File: src/rtl/counter_pkg.sv
// Shared types and helpers for the up/down counter family.
package counter_pkg;

    typedef enum logic {
        DIR_DOWN = 1'b0,
        DIR_UP   = 1'b1
    } dir_e;

    typedef enum logic {
        BND_WRAP = 1'b0,
        BND_SAT  = 1'b1
    } bound_e;

    // Top count value (modulus - 1), masked to the counter width.
    function automatic logic [63:0] max_count(input int modulus, input int width);
        logic [63:0] mask;
        mask = (64'd1 << width) - 64'd1;
        return (64'(modulus) - 64'd1) & mask;
    endfunction

endpackage

File: src/rtl/nreg.sv
// WIDTH-bit D register with asynchronous active-low reset to zero.
module nreg #(
    parameter int WIDTH = 1
) (
    input  logic             clk,
    input  logic             rst_n,
    input  logic [WIDTH-1:0] i_d,
    output logic [WIDTH-1:0] o_q
);

    logic [WIDTH-1:0] r_q;

    // NOTE: clocked state uses non-blocking (<=) so every register samples pre-edge values.
    always_ff @(posedge clk or negedge rst_n) begin
        if (!rst_n) begin
            r_q <= '0;
        end else begin
            r_q <= i_d;
        end
    end

    assign o_q = r_q;

endmodule

File: src/rtl/mod_updown_counter.sv
// Modulo-MODULUS up/down counter with load, clear, run-time wrap/saturate,
// registered wrap pulse and sticky overflow flag.
module mod_updown_counter
    import counter_pkg::*;
#(
    parameter int WIDTH   = 4,
    parameter int MODULUS = 2 ** WIDTH
) (
    input  logic             clk,
    input  logic             reset,
    input  logic             clr,
    input  logic             load,
    input  logic [WIDTH-1:0] d,
    input  logic             en,
    input  logic             up,
    input  logic             sat,
    output logic [WIDTH-1:0] q,
    output logic             wrap,
    output logic             ovf
);

    generate
        if (WIDTH < 1 || MODULUS < 2 || longint'(MODULUS) > (longint'(1) << WIDTH)) begin : g_bad_param
            $error("mod_updown_counter: MODULUS must be in 2..2**WIDTH");
        end
    endgenerate

    localparam logic [WIDTH-1:0] MAX_Q   = WIDTH'(max_count(MODULUS, WIDTH));
    localparam logic [WIDTH:0]   MOD_EXT = (WIDTH+1)'(MODULUS);

    logic [WIDTH-1:0] r_q;
    logic             r_wrap;
    logic             r_ovf;

    logic [WIDTH-1:0] w_q_next;
    logic             w_wrap_next;
    logic             w_ovf_next;
    logic             w_at_top;
    logic             w_at_bot;
    logic             w_d_ok;
    dir_e             w_dir;
    bound_e           w_bnd;

    assign w_dir    = dir_e'(up);
    assign w_bnd    = bound_e'(sat);
    assign w_at_top = (r_q == MAX_Q);
    assign w_at_bot = (r_q == '0);
    // Widened compare so MODULUS == 2**WIDTH still fits.
    assign w_d_ok   = ({1'b0, d} < MOD_EXT);

    // NOTE: defaults first so every path assigns every output (no latches).
    always_comb begin
        w_q_next    = r_q;
        w_wrap_next = 1'b0;
        w_ovf_next  = r_ovf;

        if (clr) begin
            w_q_next   = '0;
            w_ovf_next = 1'b0;
        end else if (load) begin
            if (w_d_ok) begin
                w_q_next = d;
            end else begin
                w_q_next   = MAX_Q;
                w_ovf_next = 1'b1;
            end
        end else if (en) begin
            if (w_dir == DIR_UP) begin
                if (!w_at_top) begin
                    w_q_next = r_q + WIDTH'(1);
                end else begin
                    w_ovf_next = 1'b1;
                    if (w_bnd == BND_WRAP) begin
                        w_q_next    = '0;
                        w_wrap_next = 1'b1;
                    end
                end
            end else begin
                if (!w_at_bot) begin
                    w_q_next = r_q - WIDTH'(1);
                end else begin
                    w_ovf_next = 1'b1;
                    if (w_bnd == BND_WRAP) begin
                        w_q_next    = MAX_Q;
                        w_wrap_next = 1'b1;
                    end
                end
            end
        end
    end

    nreg #(.WIDTH(WIDTH)) u_q_reg (
        .clk  (clk),
        .rst_n(reset),
        .i_d  (w_q_next),
        .o_q  (r_q)
    );

    nreg #(.WIDTH(1)) u_wrap_reg (
        .clk  (clk),
        .rst_n(reset),
        .i_d  (w_wrap_next),
        .o_q  (r_wrap)
    );

    nreg #(.WIDTH(1)) u_ovf_reg (
        .clk  (clk),
        .rst_n(reset),
        .i_d  (w_ovf_next),
        .o_q  (r_ovf)
    );

    assign q    = r_q;
    assign wrap = r_wrap;
    assign ovf  = r_ovf;

endmodule
File: config.mk
export PLATFORM = sky130hd
export DESIGN_NAME = mod_updown_counter
export DESIGN_NICKNAME = d
export VERILOG_FILES = /design/src/rtl/counter_pkg.sv /design/src/rtl/nreg.sv /design/src/rtl/mod_updown_counter.sv
export SDC_FILE = /design/constraint.sdc
export NUM_CORES = 1
export LEC_CHECK = 0
export CAP_MARGIN = 20
export CORE_AREA = 2 2 39 41
export DETAILED_ROUTE_END_ITERATION = 10
export DIE_AREA = 0 0 41 43
export PLACE_DENSITY = 0.7
export SLEW_MARGIN = 30
export SYNTH_ARGS = -nofsm -noshare
export SYNTH_HDL_FRONTEND = slang
export SYNTH_SLANG_ARGS = --single-unit
File: constraint.sdc
create_clock -name clk -period 1.95 [get_ports clk]
set_input_delay 0.195 -clock clk [delete_from_list [all_inputs] [get_ports clk]]
set_output_delay 0.195 -clock clk [all_outputs]
set_load 0.01 [all_outputs]
==> report_table.html <==
<table>
<tr><th>Metric</th><th>Value</th></tr>
<tr><th colspan="2">Routing</th></tr>
<tr><td>Drt first pass iters</td><td>4</td></tr>
<tr><td>Final Routed Wirelength</td><td>1.30 mm</td></tr>
<tr><td>Number of routed nets with antenna violations</td><td>0</td></tr>
<tr><td>Iteration-0 DRC Markers</td><td>8</td></tr>
<tr><td>DRC violations left</td><td>0</td></tr>
<tr><td>Routed via count</td><td>535</td></tr>
<tr><td>Via-per-instance ratio</td><td>5.57</td></tr>
<tr><td>Drt wl/cell</td><td>13.5 um</td></tr>
<tr><th colspan="2">Place</th></tr>
<tr><td>Total cell area at the placement stage</td><td>734 sq um</td></tr>
<tr><td>Number of input and output port buffers inserted</td><td>16</td></tr>
<tr><td>Post-placement cell count</td><td>92</td></tr>
<tr><td>Placer Congestion</td><td>0.831</td></tr>
<tr><td>HPWL after detailed placement</td><td>1.04 mm</td></tr>
<tr><th colspan="2">Timing</th></tr>
<tr><td>RSZ-0062 raised after global routing</td><td>false</td></tr>
<tr><td>Count of endpoints failing setup in the final report</td><td>0</td></tr>
<tr><td>Worst clock skew</td><td>6.32 ps</td></tr>
<tr><td>Worst slew slack as a fraction of its limit</td><td>76.8%</td></tr>
<tr><td>Total negative slack</td><td>0 ps</td></tr>
<tr><td>Measured slew at the worst slew-check pin</td><td>346 ps</td></tr>
<tr><td>Final cycle utilization of the critical path</td><td>97.9%</td></tr>
<tr><td>Max Fclk</td><td>524 MHz</td></tr>
<tr><td>Final Critical Period</td><td>1910 ps</td></tr>
<tr><td>Count of final max-slew check failures</td><td>0</td></tr>
<tr><td>Hold violation count in the final report</td><td>0</td></tr>
<tr><th colspan="2">CTS</th></tr>
<tr><td>Root Buffer Master</td><td>clkbuf_4</td></tr>
<tr><td>Clock tree from TritonCTS</td><td>built</td></tr>
<tr><td>Number of instances resized during post-cts repair</td><td>0</td></tr>
<tr><td>Clock latency of the later-clocked register in the worst-skew pair</td><td>250 ps</td></tr>
<tr><td>Post-CTS setup buffer count</td><td>0</td></tr>
<tr><td>Number of clock sinks seen by CTS</td><td>6</td></tr>
<tr><td>Clk buf depth</td><td>2</td></tr>
<tr><td>Clock H-tree levels</td><td>1</td></tr>
<tr><td>Post-CTS Hold Fix Bufs</td><td>0</td></tr>
<tr><td>Clock edge transition at the registers on the reported setup and hold paths</td><td>50 ps</td></tr>
<tr><td>CTS Buf Count</td><td>3</td></tr>
<tr><th colspan="2">Floorplanning</th></tr>
<tr><td>Die ar.</td><td>0.00176 sq mm</td></tr>
<tr><td>Die span in y</td><td>43 um</td></tr>
<tr><td>Core area</td><td>0.00138 sq mm</td></tr>
<tr><td>Ports placed on the boundary</td><td>17</td></tr>
<tr><td>Starting density of the core</td><td>35.0%</td></tr>
<tr><td>Total number of placement rows</td><td>14</td></tr>
<tr><td>Die span in x</td><td>41 um</td></tr>
<tr><th colspan="2">Logic synthesis</th></tr>
<tr><td>Top_reg_cell synth</td><td>dfrtp_1</td></tr>
<tr><td>Net count after synthesis</td><td>65</td></tr>
<tr><td>Sequential cell area fraction in the yosys report</td><td>31.0%</td></tr>
<tr><td>Netlist area before placement</td><td>484 sq um</td></tr>
<tr><td>Share of synthesized flip-flops with an asynchronous set or reset</td><td>100%</td></tr>
<tr><td>Syn_area_per_cell</td><td>9.31 sq um</td></tr>
<tr><td>Post-synthesis sequential element count</td><td>6</td></tr>
<tr><td>Count of distinct cell types in the synthesized netlist</td><td>35</td></tr>
<tr><td>Total number of yosys warnings</td><td>0</td></tr>
<tr><td>Post-Syn Instances</td><td>52</td></tr>
<tr><td>Count of flip-flops with a built-in enable after synthesis</td><td>0</td></tr>
<tr><th colspan="2">Worst setup path</th></tr>
<tr><td>Worst Setup Path Type</td><td>reg2reg</td></tr>
<tr><td>Data required, critical path</td><td>2060 ps</td></tr>
<tr><td>Data arrival time of the critical path</td><td>2020 ps</td></tr>
<tr><td>Worst-path fanout max</td><td>2</td></tr>
<tr><td>CP startpoint kind</td><td>flop</td></tr>
<tr><td>Critical path endpoint category</td><td>flop</td></tr>
<tr><th colspan="2">Global routing</th></tr>
<tr><td>Total global routing overflow</td><td>0</td></tr>
<tr><td>Initial antenna violation count</td><td>0</td></tr>
<tr><td>Via count of the first global-routing pass</td><td>456</td></tr>
<tr><td>Pin count of the biggest net entering global routing</td><td>9</td></tr>
<tr><td>Global-route wire length before repair</td><td>2.02 mm</td></tr>
<tr><td>Overall track demand over capacity in global routing</td><td>17.3%</td></tr>
<tr><th colspan="2">Cells and area</th></tr>
<tr><td>Share of layout cells above drive strength 1</td><td>27.5%</td></tr>
<tr><td>Layout Nets</td><td>94</td></tr>
<tr><td>Area of all placed cells without fillers</td><td>767 sq um</td></tr>
<tr><td>Final core utilization</td><td>55.4%</td></tr>
<tr><td>Antenna Diode Count</td><td>0</td></tr>
<tr><td>Area grow syn2layout</td><td>58.4%</td></tr>
<tr><td>Final cell count without fillers</td><td>96</td></tr>
<tr><th colspan="2">Flow run</th></tr>
<tr><td>Max-cap violations</td><td>0</td></tr>
<tr><th colspan="2">Outcome</th></tr>
<tr><td>Status</td><td>complete, no violations</td></tr>
<tr><th colspan="2">Power</th></tr>
<tr><td>Worst IR Drop VDD</td><td>0.286 mV</td></tr>
<tr><td>Lkg Pwr</td><td>0.342 nW</td></tr>
<tr><td>Power consumption</td><td>0.454 mW</td></tr>
<tr><td>Power density of the placed cells</td><td>592 mW/mm^2</td></tr>
<tr><th colspan="2">Min path</th></tr>
<tr><td>Class of the most critical hold timing path</td><td>in2async</td></tr>
</table>
critical path: stages (launching register included):
cell       delay [ps]
dfrtp_2           400
inv_1              90
ha_1              170
or4b_4            460
a21bo_1           220
a2111oi_2         360
a211oi_1           80
placed cells by master (no fill, tap or decap), types with 2 or more instances in the layout:
cell type	instances
clkdlybuf4s50_1	16
buf_4	11
nor2_1	5
dfrtp_1	5
inv_1	3
nand2_1	3
clkbuf_4	3
a31oi_1	2
mux2_2	2
ha_1	2
path summary, 6_finish.rpt:
| path | startpoint | end | slack (ps) | cells after the start |
|---|---|---|---|---|
| max in group asynchronous | reset | u_q_reg.o_q[0]$_DFFE_PN0P_ | 1540 | 1 |
| setup reg to reg | u_q_reg.o_q[0]$_DFFE_PN0P_ | u_q_reg.o_q[3]$_DFFE_PN0P_ | 40 | 6 |
| min in group clk | u_ovf_reg.o_q$_DFFE_PN0P_ | u_ovf_reg.o_q$_DFFE_PN0P_ | 510 | 2 |
| hold / removal | reset | u_wrap_reg.o_q$_DFF_PN0_ | 180 | 1 |
| hold reg to reg | u_ovf_reg.o_q$_DFFE_PN0P_ | u_ovf_reg.o_q$_DFFE_PN0P_ | 510 | 2 |
| setup / recovery | u_q_reg.o_q[0]$_DFFE_PN0P_ | u_q_reg.o_q[3]$_DFFE_PN0P_ | 40 | 6 |
final cells by class:
cell class	instances	area (sq um)
Sequential cell	6	151
Timing Repair Buffer	27	243
Clock buffer	4	26.3
Fill cell	128	617
Tap cell	16	20.0
Multi-Input combinational cell	40	315
Inverter	3	11.3
synth_stat cells, types with 2 or more instances:
cell	instances	area (sq um)
ha_1	2	25.0
inv_1	3	11.3
mux2_2	2	22.5
nand2_1	3	11.3
a31oi_1	2	12.5
nor2_1	5	18.8
dfrtp_1	6	150
a311oi_1	2	17.5
logic make-up after synthesis:
family,count (synthesis),share of synthesized area [%]
muxes,3,6.72
and+or+nand+nor,17,21.4
AOI/OAI and AO/OA,17,27.7
xor gates and xnor gates,1,1.81
DFF,6,31.0
buffers and inverters,6,6.20
adders and majority gates,2,5.17
routing by layer:
layer | part of all wire [%] | vias up | GRT usage, %
met4 | 1.4 | 0 | 9.33
met1 | 44 | 247 | 26.1
met3 | 6.0 | 2 | 3.66
met2 | 48 | 27 | 21.9
li1 | - | 259 | -
met5 | 0 | - | 0
registers in the layout, indices dropped and copies added (netlist names):
register	cells
u_ovf_reg.o_q	1
u_wrap_reg.o_q	1
u_q_reg.o_q	4
power by group:
group	internal [mW]	switching, mW
Sequential	0.135	0.00806
Combinational	0.106	0.0787
Clock	0.0777	0.0486
Total	0.319	0.135
stage by stage:
step           hold slack (ps)  worst slack [ps]
5_1_grt                    209              2.97
3_5_place_dp               453              48.0
6_report                   185              40.4
4_1_cts                    187              30.2
3_3_place_gp               452              65.9
2_1_floorplan             -101              14.7
Power figures use the tool's default switching activity.
